[src/rtl/wb_host_pkg.sv]
// Shared types and constants for the Wishbone host master.
// Covers the bus widths, the FSM state encoding and the parameter defaults.
package wb_host_pkg;
   localparam int ADR_W = 32;
   localparam int DAT_W = 32;
   localparam int SEL_W = 4;

   localparam int               DEF_TIMEOUT  = 255;
   localparam logic [DAT_W-1:0] DEF_ERR_DATA = 32'hDEAD_BEEF;

   typedef enum logic [1:0] {
      IDLE = 2'd0,
      BUS  = 2'd1,
      RESP = 2'd2
   } state_t;
endpackage

[src/rtl/wb_timeout_ctr.sv]
// Saturating wait counter for one bus cycle.
// It is cleared outside BUS, and expired flags the last cycle the master may wait for ack.
module wb_timeout_ctr
   import wb_host_pkg::*;
#(
   parameter int TIMEOUT = DEF_TIMEOUT
) (
   input  logic clk,
   input  logic rst,
   input  logic clr,
   input  logic en,
   output logic expired
);
   localparam int         W    = $clog2(TIMEOUT + 1);
   localparam logic [W-1:0] LAST = W'(TIMEOUT - 1);
   localparam logic [W-1:0] MAX  = W'(TIMEOUT);

   logic [W-1:0] cnt;

   always_ff @(posedge clk or posedge rst) begin
      if (rst)
         cnt <= '0;
      else if (clr)
         cnt <= '0;
      else if (en && cnt != MAX)
         cnt <= cnt + 1'b1;
   end

   // cnt equals the index of the current BUS cycle, so LAST marks BUS cycle number TIMEOUT.
   assign expired = (cnt >= LAST);
endmodule

[src/rtl/wb_host_master.sv]
// Wishbone classic single-transfer master driven by a valid/ready command stream.
// It produces one response per command and returns a timeout error if the slave never acks.
module wb_host_master
   import wb_host_pkg::*;
#(
   parameter int               TIMEOUT  = DEF_TIMEOUT,
   parameter logic [DAT_W-1:0] ERR_DATA = DEF_ERR_DATA
) (
   input  logic             wb_clk_i,
   input  logic             wb_rst_i,
   input  logic             cmd_valid,
   output logic             cmd_ready,
   input  logic             cmd_we,
   input  logic [ADR_W-1:0] cmd_adr,
   input  logic [DAT_W-1:0] cmd_dat,
   input  logic [SEL_W-1:0] cmd_sel,
   output logic             rsp_valid,
   input  logic             rsp_ready,
   output logic [DAT_W-1:0] rsp_dat,
   output logic             rsp_err,
   output logic             wbm_cyc_o,
   output logic             wbm_stb_o,
   output logic             wbm_we_o,
   output logic [SEL_W-1:0] wbm_sel_o,
   output logic [ADR_W-1:0] wbm_adr_o,
   output logic [DAT_W-1:0] wbm_dat_o,
   input  logic             wbm_ack_i,
   input  logic [DAT_W-1:0] wbm_dat_i
);
   state_t state;
   logic   expired;

   wb_timeout_ctr #(.TIMEOUT(TIMEOUT)) u_ctr (
      .clk     (wb_clk_i),
      .rst     (wb_rst_i),
      .clr     (state != BUS),
      .en      ((state == BUS) && !wbm_ack_i),
      .expired (expired)
   );

   assign cmd_ready = (state == IDLE) && !wb_rst_i;

   always_ff @(posedge wb_clk_i or posedge wb_rst_i) begin
      if (wb_rst_i) begin
         state     <= IDLE;
         wbm_cyc_o <= 1'b0;
         wbm_stb_o <= 1'b0;
         wbm_we_o  <= 1'b0;
         wbm_sel_o <= '0;
         wbm_adr_o <= '0;
         wbm_dat_o <= '0;
         rsp_valid <= 1'b0;
         rsp_err   <= 1'b0;
         rsp_dat   <= '0;
      end else begin
         case (state)
            IDLE: if (cmd_valid) begin
               state     <= BUS;
               wbm_cyc_o <= 1'b1;
               wbm_stb_o <= 1'b1;
               wbm_we_o  <= cmd_we;
               wbm_sel_o <= cmd_sel;
               wbm_adr_o <= cmd_adr;
               wbm_dat_o <= cmd_dat;
            end
            // ack is checked first so a same-cycle ack beats the timeout
            BUS: if (wbm_ack_i) begin
               state     <= RESP;
               wbm_cyc_o <= 1'b0;
               wbm_stb_o <= 1'b0;
               rsp_valid <= 1'b1;
               rsp_err   <= 1'b0;
               rsp_dat   <= wbm_we_o ? '0 : wbm_dat_i;
            end else if (expired) begin
               state     <= RESP;
               wbm_cyc_o <= 1'b0;
               wbm_stb_o <= 1'b0;
               rsp_valid <= 1'b1;
               rsp_err   <= 1'b1;
               rsp_dat   <= wbm_we_o ? '0 : ERR_DATA;
            end
            RESP: if (rsp_ready) begin
               state     <= IDLE;
               rsp_valid <= 1'b0;
            end
            default: state <= IDLE;
         endcase
      end
   end
endmodule

[config.mk]
export PLATFORM = sky130hd
export DESIGN_NAME = wb_host_master
export DESIGN_NICKNAME = d
export VERILOG_FILES = /design/src/rtl/wb_host_pkg.sv /design/src/rtl/wb_timeout_ctr.sv /design/src/rtl/wb_host_master.sv
export SDC_FILE = /design/constraint.sdc
export NUM_CORES = 1
export LEC_CHECK = 0
export CAP_MARGIN = 5
export CORE_UTILIZATION = 40
export DETAILED_ROUTE_END_ITERATION = 16
export PLACE_DENSITY = 0.86
export SYNTH_ARGS = -nofsm -noshare
export SYNTH_HDL_FRONTEND = slang
export SYNTH_HIERARCHICAL = 1
export SYNTH_SLANG_ARGS = --single-unit
[constraint.sdc]
create_clock -name wb_clk_i -period 3.8 [get_ports wb_clk_i]
set_input_delay 0.38 -clock wb_clk_i [delete_from_list [all_inputs] [get_ports wb_clk_i]]
set_output_delay 0.38 -clock wb_clk_i [all_outputs]
set_load 0.03 [all_outputs]
Word level (Yosys, flattened, before mapping) --
Index checks and enable logic that the tools add are counted.
Word-level totals: word-level logic and storage cells 54, input port bits 106, output and inout port bits 106, flip-flop bits (word level) 114
Operators by class: $lt $le $gt $ge 1, add/subtract/negate cells 1, reductions and logical operators 15, equality and inequality tests 7, multiplexer cells 20
Operators by type and width (number):
- 2-to-1 mux 32 bit | 4
- 2-to-1 mux 8 bit | 2
- AND reduction 3 bit | 3
- adder 8 x 1 -> 8 bit (second input constant) | 1
- >= comparator 8 bit (second input constant) | 1
- 2-to-1 mux 2 bit | 4
- inequality test 8 bit (second input constant) | 1
- nonzero test 2 bit | 4
- 2-to-1 mux 1 bit | 7
- one-hot mux 2 bit (3 select lines) | 1
- inequality test 2 bit (second input constant) | 2
- one-hot mux 1 bit (2 select lines) | 2
- AND reduction 2 bit | 2
- logical AND 1 bit | 3
- inequality test 3 bit (second input constant) | 1
- equality test 2 x 1 -> 1 bit (second input constant) | 1
- equality test 2 bit (second input constant) | 1
- logical NOT 1 bit | 2
- logical NOT 2 bit | 1
- inequality test 2 x 1 -> 1 bit (second input constant) | 1

Depth between registers and ports, before layout --
Gate-level depths: netlist of run 1.
depth in word-level cells 5, depth in mapped cells 7, gate-level depth less buffers 6

By module --
The synthesis of run 1 kept the hierarchy.
By module, submodules not included:
- wb_host_master | times used 1, seq. area each 2652.5 µm², area each 4401.7 µm², cells an instance 310
- wb_timeout_ctr | times used 1, seq. area each 200.2 µm², area each 484.2 µm², cells an instance 48

Least setup slack after synthesis of run 1 --
Ideal clock, no wire load.
kind in2reg, from input port wbm_ack_i, to register u_ctr.cnt[7], required time 3.706 ns, arrival time 1.656 ns, library setup time 0.094 ns, path buffers 3, slack 2.050 ns, stages on the path 7, cell sequence buf_2 clkbuf_1 nor2_1 and3_1 clkbuf_2 and4b_1 a211oi_1
On the way: cells in the longest elaborated chain, start to end 4
Ends and longest elaborated chain:
- from (decl) | line wb_host_master.sv:27 | input logic wbm_ack_i,
- logical NOT 1 bit | line wb_host_master.sv:37 | .en ((state == BUS) && !wbm_ack_i),
- logical AND 1 bit | line wb_host_master.sv:37
- logical AND 1 bit | line wb_timeout_ctr.sv:25 | else if (en && cnt != MAX)
- nonzero test 2 bit (no line)
- to (signal assigned) | line wb_timeout_ctr.sv:26 | cnt <= cnt + 1'b1;
- to (decl) | line wb_timeout_ctr.sv:18 | logic [W-1:0] cnt;
No other way between the ends. A chain may end at the register's enable or synchronous reset.

Worst setup path after layout of run 1 --
from register u_ctr.cnt[2], to register rsp_dat[23]
On the way: cells in the longest elaborated chain, start to end 3
Ends and longest elaborated chain:
- >= comparator 8 bit | line wb_timeout_ctr.sv:30 | assign expired = (cnt >= LAST);
- net expired | line wb_host_master.sv:31 | logic expired;
- nonzero test 2 bit (no line)
- AND reduction 2 bit (no line)
- to (signal assigned) | line wb_host_master.sv:73 | rsp_dat <= wbm_we_o ? '0 : wbm_dat_i;
- to (signal assigned) | line wb_host_master.sv:80 | rsp_dat <= wbm_we_o ? '0 : ERR_DATA;
- to (decl) | line wb_host_master.sv:19 | output logic [DAT_W-1:0] rsp_dat,
The timed path passes the listed nets, and every way through them passes these cells.

==> reports/metrics.yaml, run 1 <==
cp_max_fo: 32
synthTopCellsByArea: "dfrtp_1 58%, mux2_2 17%, mux2_4 6.8%"
power.switching_mw: 2.84
yosys.area.top_type: "dfrtp_1"
layout_common_cells: "211 x clkdlybuf4s50_1, 114 x dfrtp_1, 72 x mux2_2"
cts.sinks: 114
drc: 0
swShare_pct: 37.1
preCtsSetupSlack_ns: 1.60
p_leak_nw: 3.35
arrival_ns: 2.50
die_h_um: 113
synth_warnings: 6
portBuffers: 211
hold_viol_final: 0
wl_per_cell_um: 17.3
synth_top_area_share_pct: 58.4
worstSkewPairLatency_ns: 0.41
clockPowerShare_pct: 23.8
place_inst: 699
synth_cell_type_count: 43
worst_pin_slew_ns: 1.03
synth_nets: 466
clockBufferDepth: 2
avgSynthCellArea_um2: 13.6
cts_resized: 0
fin_worst_skew_ns: 0.00960
clock.fmax_mhz: 452
worst_slack_ns: 1.59
slew_viol_final: 0
grt_pass1_vias: 3958
final_nets: 679
multi_input_area_um2: 1720
final_common_cell: "clkdlybuf4s50_1"
crit_type: "flip-flop to flip-flop"
syn_area_um2: 4890
totalWireLength_um: 12600
worst_setup_path_end_kind: "flip-flop"
htreeDepth: 4
initial_core_util_pct: 40.8
power.total_mw: 7.65
chipWidth_um: 113
setup_tns_ns: 0
drt_pass1_iterations: 4
required_ns: 4.09
row_count: 40
io_pins: 212
p_per_area_nw_per_um2: 988
layoutNonFillerInstCount: 731
p_int_mw: 4.81
ir_drop_uv: 676
vias: 3624
cts_root_buffer: "clkbuf_16"
cp-start-kind: "flip-flop"
dpl.hpwl_um: 8860
antenna_found_initial: 0
drtIter0Drc: 114
synth.yosys.seq_area_share_pct: 58.4
maxCapViolations: 0
cts_made_buffers: 17
maxSlewHeadroom_pct: 31.3
final.min_clock_period_ns: 2.21
syn_inst: 358
min_path_type: "primary input to asynchronous set/reset pin"
path_clk_slew_ns: 0.05
grt_max_degree: 87
regArea_um2: 2850
dieArea_um2: 12700
cts_hold_buf: 0
p_seq_share_pct: 27.7
period_share_pct: 58.2
postRouteAntennaNets: 0
setup_viol: 0
post-cts-setup-buffers: 0
overflow: 0
nFillCells: 870
combPwrFrac_pct: 48.5
cts_tree: "yes"
rsz0062_at_grt: "false"
routabilityCongestion: 0.833
track_usage_pct: 21.0
area_delta_synth_final_pct: 58.5
drive_gt1_share_pct: 24.0
grt_pass1_wl_um: 20000
status: "complete, no violations"
ys_seq_elements: 114
core_area_um2: 12000
antenna_cells: 0
via_per_inst: 4.96
[path summary, 6_finish.rpt]
path | start | end | cells after the start | slack [ns]
setup / recovery | u_ctr/cnt[2] | rsp_dat[23] | 5 | 1.59
hold / removal | wb_rst_i | u_ctr/cnt[2] | 2 | 0.36
setup reg to reg | u_ctr/cnt[2] | rsp_dat[23] | 5 | 1.59
hold reg to reg | wbm_adr_o[20] | wbm_adr_o[20] | 1 | 0.50
max in group asynchronous | wb_rst_i | wbm_dat_o[0] | 3 | 2.37
min in group wb_clk_i | wbm_adr_o[20] | wbm_adr_o[20] | 1 | 0.50
[logic make-up (layout without fill, tap and decap cells)]
family / count (synthesis) / in the layout / synth area share (%)
buffers and inverters: 62 / 288 / 6.50
AND/OR/NAND/NOR: 32 / 32 / 4.84
multiplexers: 94 / 94 / 23.4
AO/OA/AOI/OAI: 54 / 54 / 6.40
adder cells (fa/ha/maj): 2 / 2 / 0.512
flip-flops: 114 / 114 / 58.4
[critical path, stage by stage, from the launching register on]
cell and delay, ns:
dfrtp_1 0.43, and2_0 0.29, o2111a_1 0.33, nor2_2 0.09, nor2_8 0.53, mux2_2 0.41
[per-stage QoR]
stage          hold slack, ns  area (um^2)  util (%)
6_report                0.363         7740      64.7
5_1_grt                 0.414         7740      64.7
4_1_cts                 0.366         7740      64.7
3_5_place_dp            0.492         7070      59.1
3_3_place_gp            0.489         7070      59.1
2_1_floorplan           0.196         4890         -
[per-layer routing]
metal	vias to the layer above	global-route usage, %	routed length (um)	part of all wire, %
met5	-	0	0	0
li1	1664	-	-	-
met2	151	37.6	6660	53
met3	22	9.40	1140	9.0
met1	1787	21.0	4540	36
met4	0	9.24	284	2.3
[power by group through the flow]
| stage | registers [mW] | logic, mW | clock network [mW] |
|---|---|---|---|
| global route | 2.19 | 3.90 | 1.89 |
| CTS | 2.13 | 3.74 | 1.85 |
| detailed placement | 2.13 | 3.71 | 0 |
| floorplan | 3.21 | 1.14 | 0 |
| finish | 2.12 | 3.71 | 1.82 |
| global placement | 2.09 | 3.64 | 0 |
[area by class of cell]
cell class / instances / area share (%)
clock buffer: 22 / 6.12
clock inverter: 10 / 2.62
inverter: 39 / 1.96
multi-input combinational: 182 / 22.2
sequential: 114 / 36.8
tap: 147 / 2.38
timing repair buffer: 217 / 27.9
[synth_stat cells]
cell type,count
dfrtp_1,114
mux2_2,72
inv_1,38
a21oi_1,28
mux2_4,22
o21ai_0,11
buf_4,8
nand4b_1,8
clkbuf_1,6
a31oi_1,5
a311oi_1,3
buf_2,3
nor2_1,3
nor3_1,3
buf_12,2
buf_6,2
ha_1,2
nand2_1,2
nand3_1,2
a211oi_1,1
a21bo_1,1
a21boi_0,1
a21o_1,1
a221oi_1,1
and2_0,1
and2_1,1
and2b_4,1
and3_1,1
and3_2,1
and3_4,1
and4_1,1
and4_2,1
and4b_1,1
buf_1,1
clkbuf_2,1
inv_4,1
nand2b_1,1
nor2_2,1
nor2_8,1
nor3b_1,1
o2111a_1,1
o21bai_1,1
or2_2,1
[state kept, by name, summed over array words and instances, names as in the netlist, 2 cells and up]
signal / cells
rsp_dat: 32
wbm_dat_o: 32
wbm_adr_o: 32
wbm_sel_o: 4
u_ctr/cnt: 8
state: 2
No activity file was read; power rests on OpenSTA's default activity.
==> run 2, diff against run 1 <==
- clock period: 3.8 -> 2.2 ns (I/O delays scaled with it)
==> run 2 against run 1 <==
Compared with the run above:
- register-to-register slack lost 1.4 ns
- global-route usage shrank 0.056 points
- maximum frequency grew 9.3%
- wire length shrank 3.0%
- utilization grew 0.70 points
- critical path depth grew 1
- sequential share of layout area shrank 0.39 points
- flip-flop and latch count is the same
- first-iteration DRC count grew 66%
- combinational power grew 73%
- critical path type unchanged
- critical endpoint is now u_ctr/cnt[3]
- largest power group unchanged
==> reports/metrics.yaml, run 2 (synthesis results as in run 1) <==
ir_drop_uv: 1000  # +49%
clockBufferDepth: 2  # unchanged
drtIter0Drc: 189  # +66%
cp_max_fo: 12  # -63%
postRouteAntennaNets: 0  # unchanged
rsz0062_at_grt: "false"
routabilityCongestion: 0.850  # +2.0%
status: "complete, no violations"
clock.fmax_mhz: 495  # +9.3%
preCtsSetupSlack_ns: 0.235  # -1.37 ns
track_usage_pct: 20.9  # -0.056 points
utilization_pct: 65.4  # +0.70 points
crit_type: "flip-flop to flip-flop"
nFillCells: 864  # -0.69%
regArea_um2: 2850  # unchanged
dpl.hpwl_um: 8780  # -0.95%
area_delta_synth_final_pct: 60.2
cts_root_buffer: "clkbuf_16"
core_area_um2: 12000  # unchanged
power.total_mw: 13.3  # +74%
dieArea_um2: 12700  # unchanged
period_share_pct: 91.9  # +34 points
wl_per_cell_um: 16.7  # -3.2%
p_per_area_nw_per_um2: 1700  # +72%
drt_pass1_iterations: 4  # unchanged
layout_common_cells: "211 x clkdlybuf4s50_1, 114 x dfrtp_1, 72 x mux2_2"
cts_tree: "yes"
setup_tns_ns: 0  # unchanged
cts.sinks: 114  # unchanged
totalWireLength_um: 12200  # -3.0%
path_clk_slew_ns: 0.05  # about the same
vias: 3655  # +0.86%
initial_core_util_pct: 40.8  # unchanged
worst_setup_path_end_kind: "flip-flop"
required_ns: 2.49  # -1.60 ns
biggestRegsByFlops: "rsp_dat (32), wbm_adr_o (32), wbm_dat_o (32)"
grt_pass1_vias: 4082  # +3.1%
grt_max_degree: 65  # -25%
cp-start-kind: "flip-flop"
arrival_ns: 2.32  # -0.18 ns
maxSlewHeadroom_pct: 64.1  # +33 points
min_path_type: "primary input to asynchronous set/reset pin"
final.min_clock_period_ns: 2.02  # -0.189 ns
multi_input_area_um2: 1720  # unchanged
final_common_cell: "clkdlybuf4s50_1"
worstSkewPairLatency_ns: 0.41  # about the same
antenna_cells: 0  # unchanged
via_per_inst: 4.99  # +0.58%
fin_worst_skew_ns: 0.00638  # -0.00322 ns
cts_hold_buf: 0  # unchanged
p_leak_nw: 3.37  # +0.57%
slew_viol_final: 0  # unchanged
cts_made_buffers: 17  # unchanged
chipWidth_um: 113  # unchanged
maxCapViolations: 0  # unchanged
setup_viol: 0  # unchanged
drive_gt1_share_pct: 24.6  # +0.60 points
final_nets: 681  # +0.29%
grt_pass1_wl_um: 20400  # +1.9%
htreeDepth: 4  # unchanged
post-cts-setup-buffers: 0  # unchanged
antenna_found_initial: 0  # unchanged
cts_resized: 0  # unchanged
portBuffers: 211  # unchanged
row_count: 40  # unchanged
worst_pin_slew_ns: 0.538  # -0.492 ns
io_pins: 212  # unchanged
hold_viol_final: 0  # unchanged
die_h_um: 113  # unchanged
worst_slack_ns: 0.178  # -1.41 ns
overflow: 0  # unchanged
drc: 0  # unchanged
[run 2: cell types whose count changed in the layout (fill, tap and decap cells not counted), moves of 2 or more]
| cell | previous run | this run |
|---|---|---|
| clkinv_2 | 3 | 1 |
| buf_12 | 0 | 3 |
| clkbuf_1 | 2 | 0 |
| clkinvlp_4 | 1 | 5 |
[run 2: layer usage]
layer	up-vias	share of wire (%)	GRT usage (%)
met3	24	9.4	9.50
met4	0	2.1	8.80
met2	171	49	34.0
met1	1786	39	24.0
met5	-	0	0
li1	1674	-	-
[run 2: stage by stage]
stage,instances,hold slack [ns],area (um^2)
2_1_floorplan,358,0.0357,4890
3_3_place_gp,701,0.489,7120
3_5_place_dp,701,0.494,7120
4_1_cts,733,0.173,7830
5_1_grt,733,0.204,7830
6_report,733,0.188,7830
[run 2: power breakdown]
| group | total, mW | internal (mW) | leakage, nW | switching (mW) |
|---|---|---|---|---|
| combinational | 6.42 | 3.04 | 1.67 | 3.38 |
| clock | 3.27 | 2.30 | 0.332 | 0.971 |
| sequential | 3.65 | 3.10 | 1.37 | 0.550 |
[run 2: cell type report]
cell class                      count  share of cell area (%)
Clock inverter                     13                    3.25
Multi-Input combinational cell    182                    22.0
Tap cell                          147                    2.35
Clock buffer                       19                    5.79
Inverter                           39                    1.95
Sequential cell                   114                    36.5
Timing Repair Buffer              219                    28.2
[run 2: final timing paths]
kind                            slack (ns)      endpoint         start  depth (start not counted)
worst max-delay path                  0.18  u_ctr/cnt[3]      state[1]                          6
worst min-delay path                  0.19  u_ctr/cnt[1]      wb_rst_i                          2
worst max register to register        0.18  u_ctr/cnt[3]      state[1]                          6
worst min register to register        0.50  wbm_dat_o[3]  wbm_dat_o[3]                          1
max in group asynchronous             1.41   rsp_dat[25]      wb_rst_i                          3
min in group wb_clk_i                 0.42      state[1]     rsp_ready                          2
[run 2: critical path, cell delays in order (launching register included)]
cell and delay [ns]:
dfrtp_1 0.41, and2b_4 0.37, inv_4 0.11, nor2_1 0.30, and3_1 0.32, a21oi_1 0.11
a311oi_1 0.28
==> run 3, diff against run 2 <==
- CTS_CLUSTER_DIAMETER: default -> 50
- DONT_BUFFER_PORTS: default -> 1
- PLACE_DENSITY: 0.86 -> 0.63
==> run 3 against run 2 <==
Compared with the run above:
- clock power fell by 19%
- first-iteration DRC count is 45% lower
- power shrank 19%
- count of clock-buffer cells in the layout is 2 lower
- global-route usage down 2.4 points
- via count down 14%
- wire length fell by 8.6%
- maximum frequency grew 0.99%
- sequential share of layout area grew 8.5 points
- register-to-register slack gained 0.02 ns
- critical path type unchanged
- largest cell class unchanged
==> reports/metrics.yaml, run 3 (synthesis results as in run 1) <==
status: "complete, no violations"
worstSkewPairLatency_ns: 0.40  # about the same
clockBufferDepth: 2  # unchanged
final_common_cell: "dfrtp_1"
antenna_cells: 0  # unchanged
clock.fmax_mhz: 499  # +0.99%
die_h_um: 113  # unchanged
required_ns: 2.48  # about the same
critical_path.top_delay_family: "simple AND/OR/NAND/NOR gates"
cts_resized: 0  # unchanged
cp_cell_sequence: "and2_0, o2111a_1, nor2_2, nor2_8, buf_4, mux2_4"
setup_viol: 0  # unchanged
drt_pass1_iterations: 4  # unchanged
initial_core_util_pct: 40.8  # unchanged
grt_pass1_wl_um: 18000  # -12%
ir_drop_uv: 884  # -12%
dpl.hpwl_um: 6880  # -22%
dieArea_um2: 12700  # unchanged
drc: 0  # unchanged
fin_worst_skew_ns: 0.00729  # +0.000912 ns
setup_tns_ns: 0  # unchanged
htreeDepth: 4  # unchanged
worst_setup_path_end_kind: "flip-flop"
via_per_inst: 5.23  # +4.8%
biggestRegsByFlops: "rsp_dat (32), wbm_adr_o (32), wbm_dat_o (32)"
final.min_clock_period_ns: 2.00  # -0.0197 ns
layoutNonFillerInstCount: 599  # -18%
crit_type: "flip-flop to flip-flop"
hold_viol_final: 0  # unchanged
drtIter0Drc: 104  # -45%
row_count: 40  # unchanged
worst_pin_slew_ns: 0.582  # +0.0443 ns
rsz0062_at_grt: "false"
overflow: 0  # unchanged
totalWireLength_um: 11200  # -8.6%
final_nets: 547  # -20%
arrival_ns: 2.28  # -0.04 ns
p_per_area_nw_per_um2: 1700  # -0.31%
slew_viol_final: 0  # unchanged
nFillCells: 979  # +13%
p_leak_nw: 2.82  # -16%
io_pins: 212  # unchanged
maxCapViolations: 0  # unchanged
crit_slowest_cell: "dfrtp_1"
cts_tree: "yes"
grt_pass1_vias: 3403  # -17%
cts_hold_buf: 76  # +76
cp_max_fo: 10  # -2
power.total_mw: 10.8  # -19%
path_clk_slew_ns: 0.06  # about the same
wl_per_cell_um: 18.7  # +12%
cts_made_buffers: 17  # unchanged
antenna_found_initial: 0  # unchanged
drive_gt1_share_pct: 32.1  # +7.5 points
vias: 3131  # -14%
routabilityCongestion: 0.805  # -5.3%
maxSlewHeadroom_pct: 61.2  # -3.0 points
critPathBufInv: 1  # unchanged
slowest_delay_ns: 0.45  # +0.04 ns
period_share_pct: 91.0  # -0.90 points
place_inst: 491  # -30%
area_delta_synth_final_pct: 29.9
grt_max_degree: 99  # +52%
postRouteAntennaNets: 0  # unchanged
track_usage_pct: 18.6  # -2.4 points
cts_root_buffer: "clkbuf_16"
cp-start-kind: "flip-flop"
layout_common_cells: "114 x dfrtp_1, 76 x dlygate4sd3_1, 72 x mux2_2"
chipWidth_um: 113  # unchanged
post-cts-setup-buffers: 0  # unchanged
portBuffers: 0  # -100%
cts.sinks: 114  # unchanged
core_area_um2: 12000  # unchanged
min_path_type: "primary input to flip-flop"
run 3: cell count changes in the layout (fill, tap and decap cells not counted), sizes merged:
cell,delta
clkinv,+4
bufinv,-6
clkdlybuf4s50,-211
clkbuf,-2
inv,+7
buf,+1
clkinvlp,-3
dlygate4sd3,+76
run 3: report_power, final:
part	leakage (nW)	switching (mW)	internal, mW
Combinational	1.17	0.934	1.40
Clock	0.282	1.06	1.59
Sequential	1.37	2.74	3.07
run 3: per-stage QoR:
step | instance area [um^2] | hold slack (ns) | setup WS, ns | util (%)
floorplan | 4890 | 0.0357 | 0.514 | -
global placement | 5010 | 0.0313 | 0.321 | 41.9
CTS | 6350 | 0.00295 | 0.215 | 53.1
finish | 6350 | 0.0190 | 0.198 | 53.1
global route | 6350 | 0.00729 | 0.0793 | 53.1
detailed placement | 5010 | 0.0294 | 0.251 | 41.9
run 3: worst paths after layout:
kind | endpoint | startpoint | slack [ns] | depth (start not counted)
max | rsp_dat[12] | u_ctr/cnt[2] | 0.20 | 6
min | rsp_dat[29] | wbm_ack_i | 0.02 | 2
max reg2reg | rsp_dat[12] | u_ctr/cnt[2] | 0.20 | 6
min reg2reg | u_ctr/cnt[4] | u_ctr/cnt[4] | 0.57 | 1
max in group asynchronous | rsp_dat[1] | wb_rst_i | 1.15 | 3
min in group asynchronous | wbm_dat_o[0] | wb_rst_i | 0.26 | 2
run 3: worst reg2reg max path: stages (launching register included):
cell and delay (ns):
dfrtp_1 0.45, and2_0 0.29, o2111a_1 0.32, nor2_2 0.09, nor2_8 0.21, buf_4 0.22, mux2_4 0.31
run 3: area by class of cell:
| cell class | count | area, um^2 | share of cell area [%] |
|---|---|---|---|
| inverters | 39 | 153 | 2.40 |
| repair buffers | 85 | 866 | 13.6 |
| clock inverters | 15 | 146 | 2.31 |
| multi-input cells | 182 | 1720 | 27.1 |
| flip-flops and latches | 114 | 2850 | 44.9 |
| well taps | 147 | 184 | 2.90 |
| clock buffers | 17 | 425 | 6.70 |
run 3: routing by layer:
layer / wire [um] / up-vias / share of wire, % / global-route usage, %
li1: - / 1397 / - / -
met2: 5620 / 168 / 50 / 30.6
met1: 4460 / 1554 / 40 / 22.0
met5: 0 / - / 0 / 0
met4: 131 / 0 / 1.2 / 5.96
met3: 978 / 12 / 8.7 / 7.99
==> variant (config.mk and constraints of run 2) <==
Set the package constant `ADR_W` to 16 (it was 32).
--- a/src/rtl/wb_host_pkg.sv
+++ b/src/rtl/wb_host_pkg.sv
@@ -1,7 +1,7 @@
 // Shared types and constants for the Wishbone host master.
 // Covers the bus widths, the FSM state encoding and the parameter defaults.
 package wb_host_pkg;
-   localparam int ADR_W = 32;
+   localparam int ADR_W = 16;
    localparam int DAT_W = 32;
    localparam int SEL_W = 4;
 
Ports: changed (resized cmd_adr and wbm_adr_o); port bits go from 212 to 180. No check against the original RTL was run, so the function may have changed too.
==> variant against run 2 <==
- via count fell by 13%
- power decreased by 25%
- hold slack improved by 0.046 ns
- design area fell by 17%
- first-iteration DRC count down 47%
- setup slack got worse by 0.026 ns
- sequential cell count decreased by 16
- clock power down 58%
- routed wire length is 12% lower
- area after synthesis fell by 12%
- non-clock buffer count is 31 lower
==> variant: results (changes against run 2) <==
metric,value,unit,change
synth cell count leaders,"98 x dfrtp_1, 56 x mux2_2, 38 x inv_1",,"was 114 x dfrtp_1, 72 x mux2_2, 38 x inv_1"
Regs by FF count,"rsp_dat x32, wbm_dat_o x32, wbm_adr_o x16",,"was rsp_dat x32, wbm_adr_o x32, wbm_dat_o x32"
CP max FO,15,,was 12
vias in the first global route,3505,,was 4082
met1 wire length,4230,um,was 4800 um
crit path to,rsp_dat[21],,was u_ctr/cnt[3]
GR Util met2,0.355,,was 0.340
R2R Path Start,u_ctr/cnt[2],,was state[1]
antenna violations before repair,1,,was 0
GR Util met1,0.238,,was 0.240
grt met3 use,0.0662,,was 0.0950
Synth Instances,324,,was 358
Detailed Place HPWL,7990,um,was 8780 um
status,finished clean,,unchanged
final std cells w/o fill,643,,was 733
top post-synthesis cells by area,"dfrtp_1 57%, mux2_2 15%, mux2_4 7.7%",,"was dfrtp_1 58%, mux2_2 17%, mux2_4 6.8%"
share of cells above drive strength 1,0.221,,was 0.246
worst slew pin tran,0.671,ns,was 0.538 ns
Final Cycle Share,0.931,,was 0.919
PwrDens,1550,mW/mm^2,was 1700 mW/mm^2
total combinational power,0.00552,W,was 0.00642 W
worst clock skew,0.0120,ns,was 0.00638 ns
htree depth,3,,was 4
sequential share of power,0.311,,was 0.274
placed instance count,627,,was 701
GRT Total Usage,0.206,,was 0.209
Critical Path AT,2.28,ns,was 2.32 ns
switching pwr,0.00399,W,was 0.00490 W
Place WS,0.196,ns,was 0.235 ns
Worst-path clk slew,0.09,ns,was 0.05 ns
worst setup path start,u_ctr/cnt[2],,was state[1]
Avg Vias per Cell,4.92,,was 4.99
Syn Nets,416,,was 466
routed length on met2,5420,um,was 6030 um
NumNets Final,594,,was 681
Hold Worst Slack,0.234,ns,was 0.188 ns
sequential area share after synthesis,0.569,,was 0.584
CP peak stage delay,0.45,ns,was 0.41 ns
root buf cell,clkbuf_8,,was clkbuf_16
"setup slack, reg-to-reg",0.15,ns,was 0.18 ns
GP Congestion,0.913,,was 0.850
first-pass GRT wire length,17900,um,was 20400 um
top layer in use,met5,,was met4
[variant: cell count changes in the layout (fill, tap and decap cells not counted)]
cell                    run 2  this run
clkdlybuf4s50_1           211       179
clkbuf_16                  17         0
dfrtp_1                   114        98
mux2_2                     72        56
clkbuf_8                    2         9
bufinv_16                   7         3
clkinvlp_4                  5         1
buf_12                      3         4
clkbuf_1                    0         1
clkinv_4                    0         1
[variant: layout make-up]
type / instances / area (um^2)
Tap cell: 136 / 170
Inverter: 39 / 153
Multi-Input combinational cell: 166 / 1540
Sequential cell: 98 / 2450
Clock inverter: 6 / 113
Clock buffer: 10 / 128
Fill cell: 808 / 3910
Timing Repair Buffer: 188 / 1910
[variant: kinds of logic (layout without fill, tap and decap cells)]
kind of cell / after synthesis / after routing / share of synthesized area
flops: 98 / 98 / 0.569
mux: 78 / 78 / 0.223
buf+inv: 60 / 243 / 0.0752
compound gates: 54 / 54 / 0.0726
simple gates: 32 / 32 / 0.0549
fa+ha+maj: 2 / 2 / 0.00580
